===== src/rtl/serial_rx_deframer_if.sv =====
// Byte-side and line-side signals of the serial RX deframer.
// The deframer uses the slave view; whoever drives the line and consumes
// the bytes uses the master view.
interface serial_rx_deframer_if;
    logic       serial_in;
    logic [7:0] data_out;
    logic       data_valid;
    logic       frame_err;
    logic       parity_err;
    logic       busy;

    modport master (
        output serial_in,
        input  data_out,
        input  data_valid,
        input  frame_err,
        input  parity_err,
        input  busy
    );

    modport slave (
        input  serial_in,
        output data_out,
        output data_valid,
        output frame_err,
        output parity_err,
        output busy
    );
endinterface


===== src/rtl/serial_rx_deframer.sv =====
// Serial RX deframer: turns an oversampled asynchronous start/stop serial
// line into bytes. A frame is start(0), 8 data bits LSB first, an optional
// parity bit and a stop(1). Good bytes are presented with a one-cycle
// data_valid; framing and parity errors give one-cycle flags and the byte
// is dropped. All outputs are registered.
module serial_rx_deframer #(
    parameter int OVS        = 4,
    parameter bit PARITY_EN  = 1'b0,
    parameter bit PARITY_ODD = 1'b0
) (
    input  logic                  clk_rx,
    input  logic                  rst,
    serial_rx_deframer_if.slave   bus
);

    localparam int TW = $clog2(OVS);
    localparam logic [TW-1:0] T_ZERO = TW'(0);
    localparam logic [TW-1:0] T_ONE  = TW'(1);
    localparam logic [TW-1:0] T_HALF = TW'(OVS / 2 - 1);
    localparam logic [TW-1:0] T_FULL = TW'(OVS - 1);

    typedef enum logic [2:0] {
        IDLE      = 3'd0,
        START     = 3'd1,
        DATA      = 3'd2,
        PARITY    = 3'd3,
        STOP      = 3'd4,
        WAIT_HIGH = 3'd5
    } state_t;

    // True when the received parity bit disagrees with the accumulated data parity.
    function automatic logic parity_mismatch(input logic sample, input logic acc);
        return sample != (acc ^ PARITY_ODD);
    endfunction

    logic          sync1_r;
    logic          sync2_r;
    logic          serial_s;
    state_t        state_r,      state_nx;
    logic [TW-1:0] timer_r,      timer_nx;
    logic [2:0]    idx_r,        idx_nx;
    logic [7:0]    shift_r,      shift_nx;
    logic          par_acc_r,    par_acc_nx;
    logic          par_bad_r,    par_bad_nx;
    logic [7:0]    data_out_r,   data_out_nx;
    logic          data_valid_r, data_valid_nx;
    logic          frame_err_r,  frame_err_nx;
    logic          parity_err_r, parity_err_nx;
    logic          busy_r;
    logic          tick_half_s;
    logic          tick_full_s;

    assign serial_s    = sync2_r;
    assign tick_half_s = (timer_r == T_HALF);
    assign tick_full_s = (timer_r == T_FULL);

    // Two-flop synchronizer; flops reset to the idle line level.
    always_ff @(posedge clk_rx or negedge rst) begin
        if (!rst) begin
            sync1_r <= 1'b1;
            sync2_r <= 1'b1;
        end else begin
            sync1_r <= bus.serial_in;
            sync2_r <= sync1_r;
        end
    end

    // Next-state, bit timing, shifting, parity tracking and output pulses.
    always_comb begin
        state_nx      = state_r;
        timer_nx      = timer_r;
        idx_nx        = idx_r;
        shift_nx      = shift_r;
        par_acc_nx    = par_acc_r;
        par_bad_nx    = par_bad_r;
        data_out_nx   = data_out_r;
        data_valid_nx = 1'b0;
        frame_err_nx  = 1'b0;
        parity_err_nx = 1'b0;

        case (state_r)
            IDLE: begin
                timer_nx = T_ZERO;
                if (!serial_s) begin
                    state_nx   = START;
                    par_acc_nx = 1'b0;
                    par_bad_nx = 1'b0;
                end else begin
                    state_nx = IDLE;
                end
            end

            START: begin
                if (tick_half_s) begin
                    timer_nx = T_ZERO;
                    idx_nx   = 3'd0;
                    // A line back at 1 by mid start bit is a glitch, not a frame.
                    if (!serial_s) begin
                        state_nx = DATA;
                    end else begin
                        state_nx = IDLE;
                    end
                end else begin
                    timer_nx = timer_r + T_ONE;
                end
            end

            DATA: begin
                if (tick_full_s) begin
                    timer_nx   = T_ZERO;
                    shift_nx   = {serial_s, shift_r[7:1]};
                    par_acc_nx = par_acc_r ^ serial_s;
                    if (idx_r == 3'd7) begin
                        idx_nx   = 3'd0;
                        state_nx = PARITY_EN ? PARITY : STOP;
                    end else begin
                        idx_nx = idx_r + 3'd1;
                    end
                end else begin
                    timer_nx = timer_r + T_ONE;
                end
            end

            PARITY: begin
                if (tick_full_s) begin
                    timer_nx   = T_ZERO;
                    par_bad_nx = parity_mismatch(serial_s, par_acc_r);
                    state_nx   = STOP;
                end else begin
                    timer_nx = timer_r + T_ONE;
                end
            end

            STOP: begin
                if (tick_full_s) begin
                    timer_nx = T_ZERO;
                    if (!serial_s) begin
                        // Framing error outranks a parity error on the same frame.
                        frame_err_nx = 1'b1;
                        state_nx     = WAIT_HIGH;
                    end else if (par_bad_r) begin
                        parity_err_nx = 1'b1;
                        state_nx      = IDLE;
                    end else begin
                        data_out_nx   = shift_r;
                        data_valid_nx = 1'b1;
                        state_nx      = IDLE;
                    end
                end else begin
                    timer_nx = timer_r + T_ONE;
                end
            end

            WAIT_HIGH: begin
                // Hold off until a break ends so it cannot look like a new start.
                timer_nx = T_ZERO;
                if (serial_s) begin
                    state_nx = IDLE;
                end else begin
                    state_nx = WAIT_HIGH;
                end
            end

            default: begin
                state_nx = IDLE;
                timer_nx = T_ZERO;
                idx_nx   = 3'd0;
            end
        endcase
    end

    // State, datapath and registered outputs.
    always_ff @(posedge clk_rx or negedge rst) begin
        if (!rst) begin
            state_r      <= IDLE;
            timer_r      <= T_ZERO;
            idx_r        <= 3'd0;
            shift_r      <= 8'h00;
            par_acc_r    <= 1'b0;
            par_bad_r    <= 1'b0;
            data_out_r   <= 8'h00;
            data_valid_r <= 1'b0;
            frame_err_r  <= 1'b0;
            parity_err_r <= 1'b0;
            busy_r       <= 1'b0;
        end else begin
            state_r      <= state_nx;
            timer_r      <= timer_nx;
            idx_r        <= idx_nx;
            shift_r      <= shift_nx;
            par_acc_r    <= par_acc_nx;
            par_bad_r    <= par_bad_nx;
            data_out_r   <= data_out_nx;
            data_valid_r <= data_valid_nx;
            frame_err_r  <= frame_err_nx;
            parity_err_r <= parity_err_nx;
            busy_r       <= (state_nx != IDLE);
        end
    end

    assign bus.data_out   = data_out_r;
    assign bus.data_valid = data_valid_r;
    assign bus.frame_err  = frame_err_r;
    assign bus.parity_err = parity_err_r;
    assign bus.busy       = busy_r;

endmodule


===== src/flat_wrapper.sv =====
// flat-port wrapper written by rule: the top's interface ports become plain ports
module serial_rx_deframer_flat 
#(
    parameter int OVS        = 4,
    parameter bit PARITY_EN  = 1'b0,
    parameter bit PARITY_ODD = 1'b0
)
  (clk_rx, rst, bus_serial_in, bus_data_out, bus_data_valid, bus_frame_err, bus_parity_err, bus_busy);
  serial_rx_deframer_if bus_i ();
  input  logic clk_rx;
  input  logic rst;
  input wire logic [$bits(bus_i.serial_in)-1:0] bus_serial_in;
  output wire logic [$bits(bus_i.data_out)-1:0] bus_data_out;
  output wire logic [$bits(bus_i.data_valid)-1:0] bus_data_valid;
  output wire logic [$bits(bus_i.frame_err)-1:0] bus_frame_err;
  output wire logic [$bits(bus_i.parity_err)-1:0] bus_parity_err;
  output wire logic [$bits(bus_i.busy)-1:0] bus_busy;
  assign bus_i.serial_in = bus_serial_in;
  assign bus_data_out = bus_i.data_out;
  assign bus_data_valid = bus_i.data_valid;
  assign bus_frame_err = bus_i.frame_err;
  assign bus_parity_err = bus_i.parity_err;
  assign bus_busy = bus_i.busy;
  serial_rx_deframer #(.OVS(OVS), .PARITY_EN(PARITY_EN), .PARITY_ODD(PARITY_ODD)) u_core (.clk_rx(clk_rx), .rst(rst), .bus(bus_i));
endmodule

===== config.mk =====
export PLATFORM = sky130hd
export DESIGN_NAME = serial_rx_deframer_flat
export DESIGN_NICKNAME = d
export VERILOG_FILES = /design/src/rtl/serial_rx_deframer_if.sv /design/src/rtl/serial_rx_deframer.sv /design/src/flat_wrapper.sv
export SDC_FILE = /design/constraint.sdc
export NUM_CORES = 1
export LEC_CHECK = 0
export ABC_AREA = 0
export ABC_CLOCK_PERIOD_IN_PS = 2800
export CORE_UTILIZATION = 59
export DETAILED_ROUTE_END_ITERATION = 10
export PLACE_DENSITY = 0.82
export SLEW_MARGIN = 20
export SYNTH_ARGS = -nofsm -noshare
export SYNTH_HDL_FRONTEND = slang
export SYNTH_SLANG_ARGS = --single-unit

===== constraint.sdc =====
create_clock -name clk_rx -period 2.8 [get_ports clk_rx]
set_input_delay 0.56 -clock clk_rx [delete_from_list [all_inputs] [get_ports clk_rx]]
set_output_delay 0.56 -clock clk_rx [all_outputs]
set_load 0.01 [all_outputs]

; ---- Word-level counts from Yosys, hierarchy flattened
; Cells that the tools add are included.
[classes]
mul = 0
bitwise_logic = 3
n_shift = 0
add_sub_neg = 2
muxes = 32
magnitude_cmp = 0
div_mod_pow = 0
n_reduce_logical = 11
n_eq_ne = 13
[op_table]
columns = op, n
row1 = 3-bit 2-to-1 mux, 9
row2 = 3-bit case mux with 6 select lines, 1
row3 = 1-bit 2-to-1 mux, 15
row4 = 3-bit equality test (second input constant), 3
row5 = 3-bit case mux with 3 select lines, 1
row6 = 3-bit AND reduction, 3
row7 = 3-bit by 2-bit equality test with 1-bit output (second input constant), 2
row8 = 2-bit 2-to-1 mux, 3
row9 = 2-bit by 1-bit inequality test with 1-bit output (second input constant), 3
row10 = 1-bit case mux with 2 select lines, 2
row11 = 2-bit case mux with 2 select lines, 1
row12 = 4-bit AND reduction, 1
row13 = 2-bit nonzero test, 2
row14 = 4-bit OR reduction, 1
row15 = 3-bit by 1-bit adder with 3-bit output (second input constant), 1
row16 = 3-bit by 1-bit equality test with 1-bit output (second input constant), 1
row17 = 3-bit logical NOT, 1
row18 = 3-bit nonzero test, 1
row19 = 3-bit OR reduction, 1
row20 = 2-bit by 1-bit adder with 2-bit output (second input constant), 1
row21 = 2-bit by 1-bit equality test with 1-bit output (second input constant), 1
row22 = 2-bit equality test (second input constant), 1
row23 = 2-bit inequality test (second input constant), 1
row24 = 1-bit inverter, 2
row25 = other kinds (3), 3
[totals]
latchBits = 0
romBits = 0
ramBits = 0
out_inout_bits = 12
n_memories = 0
ff_bits = 32
input_bits = 3

; ---- Logic depth before layout (Yosys ltp)
; Gate-level depths: netlist of the first run.
[depth]
word_depth = 5
depth_mapped = 6

; ---- Worst setup path before layout of the first run
; Ideal clock, no wire load.
[synth_path]
path_type = flip-flop to flip-flop
startpoint = register u_core.timer_r[1]
endpoint = register u_core.busy_r, in the netlist u_core.bus.busy
arrival_time_ns = 1.431
setup_time_ns = 0.131
stages_incl_launch_ff = 7
period_less_slack_ns = 1.562
n_path_buf = 0
path_slack_ns = 1.238
path_cell_list = dfrtp_1 inv_1 ha_1 inv_1 o2111a_1 a211o_1 or3_1
[synth_via]
elab_chain_cells = 4
elab_cells_between_ends = 8
cone_classes = eq/ne: 2 / mux: 5 / reduce/logical: 1
[synth_lines]
columns = element, line
row1 = from (decl), serial_rx_deframer.sv:40  ; logic [TW-1:0] timer_r, timer_nx;
row2 = from (signal assigned), serial_rx_deframer.sv:188  ; timer_r <= timer_nx;
row3 = 2-bit equality test or 2-bit by 1-bit equality test with 1-bit output (tied branches), "serial_rx_deframer.sv:55, serial_rx_deframer.sv:54"
row4 = "3-bit 2-to-1 mux, on equally long branches", --
row5 = 3-bit case mux with 6 select lines *, serial_rx_deframer.sv:81  ; case (state_r)
row6 = via u_core.state_nx[0], serial_rx_deframer.sv:39  ; state_t state_r, state_nx;
row7 = 3-bit nonzero test *, serial_rx_deframer.sv:197  ; busy_r <= (state_nx != IDLE);
row8 = to (signal assigned), serial_rx_deframer.sv:197
row9 = to (decl), serial_rx_deframer.sv:49  ; logic busy_r;
; The timed path passes the listed nets; every way through them passes the cells marked *.
; A chain may end at the register's enable or synchronous reset.

; ---- Final worst setup path of the first run
[layout_path]
startpoint = register u_core.timer_r[0]
endpoint = register u_core.data_out_r[0], in the netlist u_core.bus.data_out[0]
[layout_via]
elab_chain_cells = 2
[layout_lines]
columns = element, line
row1 = 2-bit equality test, serial_rx_deframer.sv:55  ; assign tick_full_s = (timer_r == T_FULL);
row2 = 4-bit AND reduction (no source line), --
row3 = to (signal assigned), serial_rx_deframer.sv:193  ; data_out_r <= data_out_nx;
row4 = to (decl), serial_rx_deframer.sv:45  ; logic [7:0] data_out_r, data_out_nx;
; Every way passes these cells.

==> qor.yml, run 1 <==
ir_drop_v: 0.0005213
synth_mux_area_share_pct: 13.73
vias: 926
synth_top_family_by_area: "multiplexers"
status: "completed"
power_leakage_uw: 0.0007762
slew_headroom_pct: 63.98
hpwl_mm: 1.582
cts_max_path_buffers: 2
ios: 15
route.detailed.drc: 0
cpLargestDelayFamily: "simple AND/OR/NAND/NOR gates"
synth-main-ff-cell: "dfrtp_1"
fin_crit_sh_pct: 67.63
dp_cells: 158
p_comb_share_pct: 24.5
avgSynthCellArea_sq_um: 11.93
grt_pass1_vias: 904
syn2layout_area_growth_pct: 12.70
cts_made_buffers: 5
synthCells: 123
synth_enable_flop_cells: 0
cts_setup_buffers: 0
cp_num_cells: 4
netlist_area_sq_um: 1468
finalPower_uw: 1189
synth_seq_cells: 32
die_w_um: 51.88
start_kind: "flip-flop"
final_cell_area_sq_um: 1654
dieHeight_um: 51.88
hold_path.class: "reg -> reg"
yosys.cell_types.count: 33
post_synth_xor_area_fraction_pct: 0.5968
layout.nets: 145
gr-total-overflow: 0
p_switching_uw: 382.5
rows: 17
crit_type: "reg -> reg"
hold_violations: 0
p_clk_share_pct: 23.2
cts.sinks: 32
rsz0062_at_grt: "no"
p_sw_share_pct: 32.17
instances_no_fill: 165
core-area_sq_um: 2276
vias_per_cell: 5.612
h-tree-depth: 2
synthAdderAreaFrac_pct: 4.263
pwr-share-seq_pct: 52.3
max_freq_mhz: 528.0
cts_tree: "built"
yosysSeqAreaShare_pct: 54.73
grt_usage_pct: 20.67
clk_latency_ns: 0.31
drv_cap: 0
drt-pass1-iter-count: 4
fillCellCount: 161
setup_viol: 0
antenna_found_initial: 0
cp.arrival_ns: 2.09
path_buf_inv: 0
p_int_uw: 806.4
routedWlPerCell_um: 13.81
worst_ep_required_time_ns: 3.00
grt_pass1_wl_mm: 3.960
fin_skew_ns: 0.01096
end_kind: "flip-flop"
tns_ns: 0
cp_max_fo: 14
drt-initial-drc-count: 18
synthSimpleGateAreaFrac_pct: 10.06
numPortBuffers: 14
worst_slack_ns: 0.9062
routed_wl_mm: 2.279
period_minus_slack_ns: 1.894
holdBufCountCts: 0
drv_slew: 0
detail-route-antenna-nets: 0
pre_cts_slack_ns: 0.9025
worstRegToRegCells: 4
ff_latch_area_sq_um: 803.3
tightest_slew_ns: 0.5403
cp_slowest_stage_delay_ns: 0.45
yosys_warnings: 0
worstHoldPathCells: 0
async_reset_ff_share_pct: 100.0
place_congestion: 0.8008
start_util_pct: 64.49
num_antenna_cells: 0
clock_tree.root_cell: "clkbuf_4"
final_layout_size_suffix_gt1_share_pct: 21.17
clk_pin_slew_worst_paths_ns: 0.08
multi_input_area_sq_um: 569.3
die_area_sq_um: 2691
cts_resized: 0
cp_slowest_cell: "ha_1"
pwr_density_cell_nw_per_um2: 718.8
place_area_sq_um: 1589
grt_max_degree: 33
cp_cell_sequence: "ha_1 -> nand4_1 -> nand2b_1 -> mux2_2"
synth_compound_area_share_pct: 10.14
syn-num-nets: 131
-- flip-flops by register name, indices dropped and copies added, names as in the netlist --
register               cells
u_core.bus.data_out        8
u_core.shift_r             8
u_core.idx_r               3
u_core.state_r             3
u_core.timer_r             2
u_core.bus.busy            1
u_core.bus.data_valid      1
u_core.bus.frame_err       1
u_core.bus.parity_err      1
u_core.par_acc_r           1
u_core.par_bad_r           1
u_core.serial_s            1
u_core.sync1_r             1
-- placed cells by master, fill, tap and decap left out, drive strengths merged --
cell,n
a2111oi,1
buf,1
nand3,2
o22ai,3
nor3b,1
and2,2
ha,5
or3,1
nand2b,3
a221oi,1
mux2,17
dfstp,2
dfrtp,30
clkdlybuf4s50,14
mux2i,1
a21oi,2
a22o,1
inv,9
nand2,4
o2111ai,2
nor2,8
a31oi,1
o21ai,7
nor3,3
clkbuf,7
nand4,1
xnor2,1
a211o,1
o31ai,2
o2111a,1
nor2b,3
-- final cells by class --
cell class              instances  share of cell area, %
clock buffers                   7                  3.933
multi-input cells              74                  34.42
well taps                      28                  2.118
repair buffers                 15                  8.926
flip-flops and latches         32                  48.56
inverters                       9                  2.042
-- stage by stage --
stage               hold slack (ns)  util, %
global route                 0.3741    72.68
detailed placement           0.3564    69.82
CTS                          0.3683    72.68
finish                       0.3684    72.68
global placement             0.3457    69.82
floorplan                    0.2644        -
-- layer usage --
layer / vias up / share of wire, % / GRT usage [%]
li1: 455 / - / -
met4: 0 / 1.8 / 11.26
met1: 447 / 49 / 26.25
met2: 20 / 46 / 32.05
met5: - / 0 / 0
met3: 4 / 3.2 / 5.263
-- power groups by stage --
stage	clock network, uW	logic (uW)	registers, uW
3_5_place_dp	0	292	628
3_3_place_gp	0	280	623
5_1_grt	302	331	638
6_report	276	291	622
4_1_cts	284	293	620
2_1_floorplan	0	286	571
-- worst reg2reg max path, cell delays in order, from the launching register on --
cell and delay (ns):
dfrtp_1 0.40, ha_1 0.45, nand4_1 0.19, nand2b_1 0.38
mux2_2 0.37
-- synthesized netlist by cell type, types with 2 or more instances --
| master | instances | area (sq um) |
|---|---|---|
| a21oi_1 | 2 | 10.01 |
| and2_1 | 2 | 12.51 |
| buf_2 | 4 | 20.02 |
| buf_6 | 3 | 33.78 |
| dfrtp_1 | 30 | 750.7 |
| dfstp_2 | 2 | 52.55 |
| ha_1 | 5 | 62.56 |
| inv_1 | 9 | 33.78 |
| mux2_2 | 17 | 191.4 |
| nand2_1 | 4 | 15.01 |
| nand2b_1 | 3 | 18.77 |
| nor2_1 | 7 | 26.28 |
| nor2b_1 | 3 | 18.77 |
| nor3_1 | 3 | 15.01 |
| o2111ai_1 | 2 | 17.52 |
| o21ai_0 | 7 | 35.03 |
| o22ai_1 | 3 | 18.77 |
| o31ai_1 | 2 | 15.01 |
-- final timing paths --
path	slack [ns]	from	to
setup / recovery	0.91	u_core.timer_r[0]	u_core.bus.data_out[0]
hold / removal	0.37	u_core.sync1_r	u_core.serial_s
setup reg to reg	0.91	u_core.timer_r[0]	u_core.bus.data_out[0]
hold reg to reg	0.37	u_core.sync1_r	u_core.serial_s
max in group asynchronous	1.84	rst	u_core.serial_s
min in group asynchronous	0.63	rst	u_core.par_acc_r
-- cells by family after synthesis --
logic type | count (synthesis)
fa+ha+maj | 5
flops | 32
mux | 18
compound gates | 22
simple gates | 28
xor+xnor | 1
buf+inv | 17
Power figures use the tool's default switching activity.
==> run 2, diff against run 1 <==
--- a/config.mk
+++ b/config.mk
@@ -6,10 +6,10 @@
 export NUM_CORES = 1
 export LEC_CHECK = 0
 export ABC_AREA = 0
-export ABC_CLOCK_PERIOD_IN_PS = 2800
-export CORE_UTILIZATION = 59
+export ABC_CLOCK_PERIOD_IN_PS = 1900
+export CORE_UTILIZATION = 55
 export DETAILED_ROUTE_END_ITERATION = 10
-export PLACE_DENSITY = 0.82
+export PLACE_DENSITY = 0.78
 export SLEW_MARGIN = 20
 export SYNTH_ARGS = -nofsm -noshare
 export SYNTH_HDL_FRONTEND = slang
==> constraint.sdc (replaced) <==
create_clock -name clk_rx -period 1.9 [get_ports clk_rx]
set_input_delay 0.38 -clock clk_rx [delete_from_list [all_inputs] [get_ports clk_rx]]
set_output_delay 0.38 -clock clk_rx [all_outputs]
set_load 0.01 [all_outputs]
==> run 2 against run 1 <==
  * Register-to-register slack worse by 0.73 ns
  * First-iteration DRC count is 28% lower
  * Utilization is 5.1 points lower
  * Final cell count is 3.0% higher
  * Hold slack hardly changed
  * Die area is 7.0% higher
  * Sequential power is 45% higher
==> qor.yml, run 2 (synthesized netlist as in run 1, its figures left out) <==
final_common_cell: "dfrtp_1"  # unchanged
hpwl_mm: 1.643  # was 1.582 mm
slew_headroom_pct: 67.52  # was 63.98%
fin_crit_sh_pct: 90.47  # was 67.63%
rsz0062_at_grt: "no"  # unchanged
fin_skew_ns: 0.01398  # was 0.01096 ns
grt_pass1_vias: 907  # was 904
detail-route-antenna-nets: 0  # unchanged
h-tree-depth: 2  # unchanged
holdBufCountCts: 0  # unchanged
end_kind: "flip-flop"  # unchanged
period_minus_slack_ns: 1.719  # was 1.894 ns
crit_type: "reg -> reg"  # unchanged
tightest_slew_ns: 0.4871  # was 0.5403 ns
cts_max_path_buffers: 2  # unchanged
pwr_density_cell_nw_per_um2: 1117  # was 718.8 nW/um^2
grt_usage_pct: 20.18  # was 20.67%
finalPower_uw: 1887  # was 1189 uW
drv_slew: 0  # unchanged
numPortBuffers: 14  # unchanged
clock_tree.root_cell: "clkbuf_4"  # unchanged
grt_max_degree: 33  # unchanged
drv_cap: 0  # unchanged
syn2layout_area_growth_pct: 15.09  # was 12.70%
num_antenna_cells: 0  # unchanged
rows: 18  # was 17
core-area_sq_um: 2500  # was 2276 sq um
place_congestion: 0.8596  # was 0.8008
gr-total-overflow: 0  # unchanged
cp_max_fo: 17  # was 14
die_area_sq_um: 2879  # was 2691 sq um
start_kind: "flip-flop"  # unchanged
grt_pass1_wl_mm: 3.974  # was 3.960 mm
antenna_found_initial: 0  # unchanged
status: "completed"  # unchanged
vias: 959  # was 926
dieHeight_um: 53.66  # was 51.88 um
cp_slowest_stage_delay_ns: 0.56  # was 0.45 ns
power_leakage_uw: 0.0007882  # was 0.0007762 uW
max_freq_mhz: 581.7  # was 528.0 MHz
routed_wl_mm: 2.377  # was 2.279 mm
worst_ep_required_time_ns: 2.13  # was 3.00 ns
final_layout_size_suffix_gt1_share_pct: 23.57  # was 21.17%
routedWlPerCell_um: 13.98  # was 13.81 um
cts_tree: "built"  # unchanged
setup_viol: 0  # unchanged
final_cell_mix: "30 x dfrtp_1, 17 x mux2_2, 14 x clkdlybuf4s50_1"  # unchanged
cp.arrival_ns: 1.95  # was 2.09 ns
cts.sinks: 32  # unchanged
clk_pin_slew_worst_paths_ns: 0.11  # was 0.08 ns
hold_violations: 0  # unchanged
cp_cell_sequence: "nand2b_1 -> o31ai_1 -> mux2_2"  # was ha_1 -> nand4_1 -> nand2b_1 -> mux2_2
ios: 15  # unchanged
cp_slowest_cell: "dfrtp_1"  # was ha_1
hold_path.class: "reg -> reg"  # unchanged
drt-pass1-iter-count: 4  # unchanged
drt-initial-drc-count: 13  # was 18
route.detailed.drc: 0  # unchanged
start_util_pct: 58.71  # was 64.49%
die_w_um: 53.66  # was 51.88 um
clk_latency_ns: 0.34  # was 0.31 ns
ir_drop_v: 0.0009125  # was 0.0005213 V
tns_ns: 0  # unchanged
layout.nets: 147  # was 145
cts_made_buffers: 5  # unchanged
vias_per_cell: 5.641  # was 5.612
## run 2: layout make-up
type	instances	area, sq um
Clock buffer	5	37.54
Timing Repair Buffer	17	162.7
Fill cell	182	810.8
Multi-Input combinational cell	74	571.8
Tap cell	30	37.54
Sequential cell	32	803.3
Inverter	9	33.78
Clock inverter	3	42.54
## run 2: stage by stage
step	hold slack, ns	setup slack, ns	util (%)	area (sq um)	cells
6_report	0.3685	0.1810	67.57	1689	170
5_1_grt	0.3762	0.01558	67.57	1689	170
4_1_cts	0.3714	0.1271	67.47	1687	170
3_5_place_dp	0.3556	0.1386	64.26	1607	162
3_3_place_gp	0.3471	0.2022	64.26	1607	162
2_1_floorplan	0.08441	0.3381	-	1468	123
## run 2: worst paths after layout
kind	startpoint	to	slack, ns	depth (start not counted)
worst max register to register	u_core.state_r[2]	u_core.idx_r[0]	0.18	3
max in group asynchronous	rst	u_core.serial_s	1.17	2
worst min-delay path	u_core.sync1_r	u_core.serial_s	0.37	0
min in group asynchronous	rst	u_core.bus.data_out[2]	0.42	2
worst max-delay path	u_core.state_r[2]	u_core.idx_r[0]	0.18	3
worst min register to register	u_core.sync1_r	u_core.serial_s	0.37	0
## run 2: critical path, delay by kind of cell (launching register included)
| kind | cells | cell delay, ns |
|---|---|---|
| flops | 1 | 0.56 |
| mux | 1 | 0.39 |
| compound gates | 1 | 0.39 |
| simple gates | 1 | 0.28 |
## run 2: metal layers
metal | track usage (%) | routed length [um]
met5 | 0 | 0
met4 | 14.04 | 67
met3 | 6.780 | 111
met2 | 31.04 | 1058
met1 | 23.67 | 1140
## run 2: report_power, final
part | internal (uW) | switching (uW) | leakage, uW
Combinational | 221 | 251 | 0.000317
Sequential | 772 | 132 | 0.000430
Clock | 274 | 236 | 0.0000412
## run 2: what timing repair did
action                     CTS  global route
buffers inserted             0             0
gates resized for setup      0             1
setup endpoints to repair    0             6
==> RTL edit, RTL diff (config.mk and constraints of run 2) <==
The 6 states of `state_t` get a one-hot encoding in 6 bits.
--- a/src/rtl/serial_rx_deframer.sv
+++ b/src/rtl/serial_rx_deframer.sv
@@ -21,9 +21,9 @@
 
-    typedef enum logic [2:0] {
-        IDLE      = 3'd0,
-        START     = 3'd1,
-        DATA      = 3'd2,
-        PARITY    = 3'd3,
-        STOP      = 3'd4,
-        WAIT_HIGH = 3'd5
+    typedef enum logic [5:0] {
+        IDLE      = 6'b000001,
+        START     = 6'b000010,
+        DATA      = 6'b000100,
+        PARITY    = 6'b001000,
+        STOP      = 6'b010000,
+        WAIT_HIGH = 6'b100000
     } state_t;
Check against the original RTL: no difference found for any inputs over 10 cycles, from zero or initial values and one cycle with rst low; not proved beyond that.
==> RTL edit against run 2 <==
- the run now ends with DRC, setup timing left
- critical endpoint is now u_core.shift_r[3]
- wire length is 51% higher
- critical path type unchanged
- design area is 23% higher
- synthesized area is 13% higher
- highest routed layer unchanged
- synthesized cell count rose by 17%
- die area is 13% higher
- sequential cell count rose by 3
- fmax fell by 9.9%
- largest power group unchanged
- worst setup slack worse by 0.19 ns
- total power increased by 1.2%
- sequential share of layout area decreased by 5.0 points
- combinational power is 40% higher
==> RTL edit: results (changes against run 2) <==
Initial antenna violation count = 0 (unchanged)
Final Skew = 0.0131 ns (-0.000906 ns)
Post-synthesis async set-or-reset flop share = 100% (unchanged)
Setup TNS = -0.00844 ns (-0.00844 ns)
Slew @ Worst Pin = 0.424 ns (-0.0628 ns)
Hold crit path type = register to register
LEAKAGE = 0.970 nW (+23%)
First DRT Iteration DRCs = 57 (+44)
Clock transition at the registers of the reported paths = 0.11 ns (about the same)
Max VDD drop = 561 uV (-39%)
Diode count = 0 (unchanged)
CTS buffer count = 5 (unchanged)
Final hold vios = 0 (unchanged)
Final HPWL DP = 2.27 mm (+38%)
Mean Syn Cell Area = 11.6 sq um (-3.1%)
Synth cell types = 41 (+24%)
Most instantiated cells after synthesis = dfrtp_1 (32), mux2_2 (16), nand2_1 (8)
Filler-free cell count of the finished design = 207 (+22%)
Top cells by area, synth = dfrtp_1 (48%), mux2_2 (11%), dfstp_2 (4.7%)
WL final = 3.58 mm (+51%)
H-tree depth = 2 (unchanged)
Crit path max fanout = 8 (-9)
Largest net degree at the start of global routing = 36 (+9.1%)
Final setup margin = -0.00844 ns (-0.189 ns)
Syn. warnings = 0 (unchanged)
Nets = 183 (+24%)
GR Util All Layers = 23.6% (+3.5 points)
Routability cong. = 0.886 (+3.1%)
Global-route wire length before repair = 5.80 mm (+46%)
Outcome = finished with violations
Clk_lat worst skew = 0.34 ns (about the same)
Longest Clk Path Bufs = 2 (unchanged)
Via count = 1,258 (+31%)
Fillers = 183 (+0.55%)
Port bufs = 14 (unchanged)
Register area share after synthesis = 52.8% (-1.9 points)
# DRC = 2 (+2)
Synthesized net count = 152 (+16%)
Root Driver = clkbuf_4
DP Cell Count = 193 (+19%)
Final Setup Violations = 1 (+1)
Arrival time at the worst endpoint = 2.13 ns (+0.18 ns)
Failing checks = DRC, setup timing
Dpl ws = -0.0611 ns (-0.200 ns)
Layout cells sized above 1 = 35.2% (+12 points)
First-pass DRT Iterations = 9 (+5)
-- RTL edit: cell types whose count changed after synthesis, moves of 3 or more --
cell      change
or2_2         +3
nor2b_1       -3
xor2_1        +4
inv_1         -3
clkbuf_1      +7
nand2_1       +4
-- RTL edit: worst paths after layout --
kind                                    from                    to  slack [ns]  cells after the start
min in group asynchronous                rst  u_core.bus.frame_err        0.43                      2
min                           u_core.sync1_r       u_core.serial_s        0.36                      0
min reg2reg                   u_core.sync1_r       u_core.serial_s        0.36                      0
max                        u_core.state_r[3]     u_core.shift_r[3]      -0.008                      5
max reg2reg                u_core.state_r[3]     u_core.shift_r[3]      -0.008                      5
max in group asynchronous                rst       u_core.serial_s        1.12                      2
-- RTL edit: repair_timing --
| item | in CTS | in global routing |
|---|---|---|
| pin swaps | 2 | 2 |
| resized for setup | 7 | 10 |
| endpoints found under the setup margin | 19 | 20 |
| setup buffers | 5 | 1 |
-- RTL edit: metal layers --
layer	GRT usage [%]	vias up	part of all wire, %	wire length, um
li1	-	573	-	-
met1	28.8	636	44	1560
met2	39.8	35	50	1790
met3	4.54	14	4.1	147
met4	12.5	0	2.4	85
met5	0	-	0	0
-- RTL edit: final cells by class --
cell class	count	share of cell area, %
Clock buffer	6	1.99
Sequential cell	35	42.6
Clock inverter	2	0.604
Tap cell	31	1.87
Multi-Input combinational cell	93	37.3
Timing Repair Buffer	34	14.6
Inverter	6	1.09
-- RTL edit: critical path, stage by stage, from the launching register on --
cell and delay [ns]:
dfrtp_1 0.41, buf_4 0.16, or4b_4 0.58, nor2_4 0.16, nand2_2 0.17, mux2_2 0.31
-- RTL edit: cell families (layout without fill, tap and decap cells) --
kind of cell             count (synthesis)  count (layout)  share of synthesized area, %
AO/OA/AOI/OAI                           21              21                          8.71
XOR/XNOR                                 6               6                          3.16
adder cells (fa/ha/maj)                  6               6                          4.36
buffers and inverters                   16              48                          4.21
flip-flops                              35              35                          52.8
multiplexers                            16              16                          10.8
AND/OR/NAND/NOR                         44              44                          15.9
-- RTL edit: where the power goes --
part | internal, W | switching [W]
Combinational | 0.000369 | 0.000291
Sequential | 0.000799 | 0.0000593
Clock | 0.000143 | 0.000249
Total | 0.00131 | 0.000599
-- RTL edit: metrics by stage --
step	hold slack [ns]	cell area, sq um
6_report	0.362	2070
5_1_grt	0.368	2070
4_1_cts	0.362	2020
3_5_place_dp	0.347	1910
3_3_place_gp	0.346	1910
2_1_floorplan	0.0844	1670
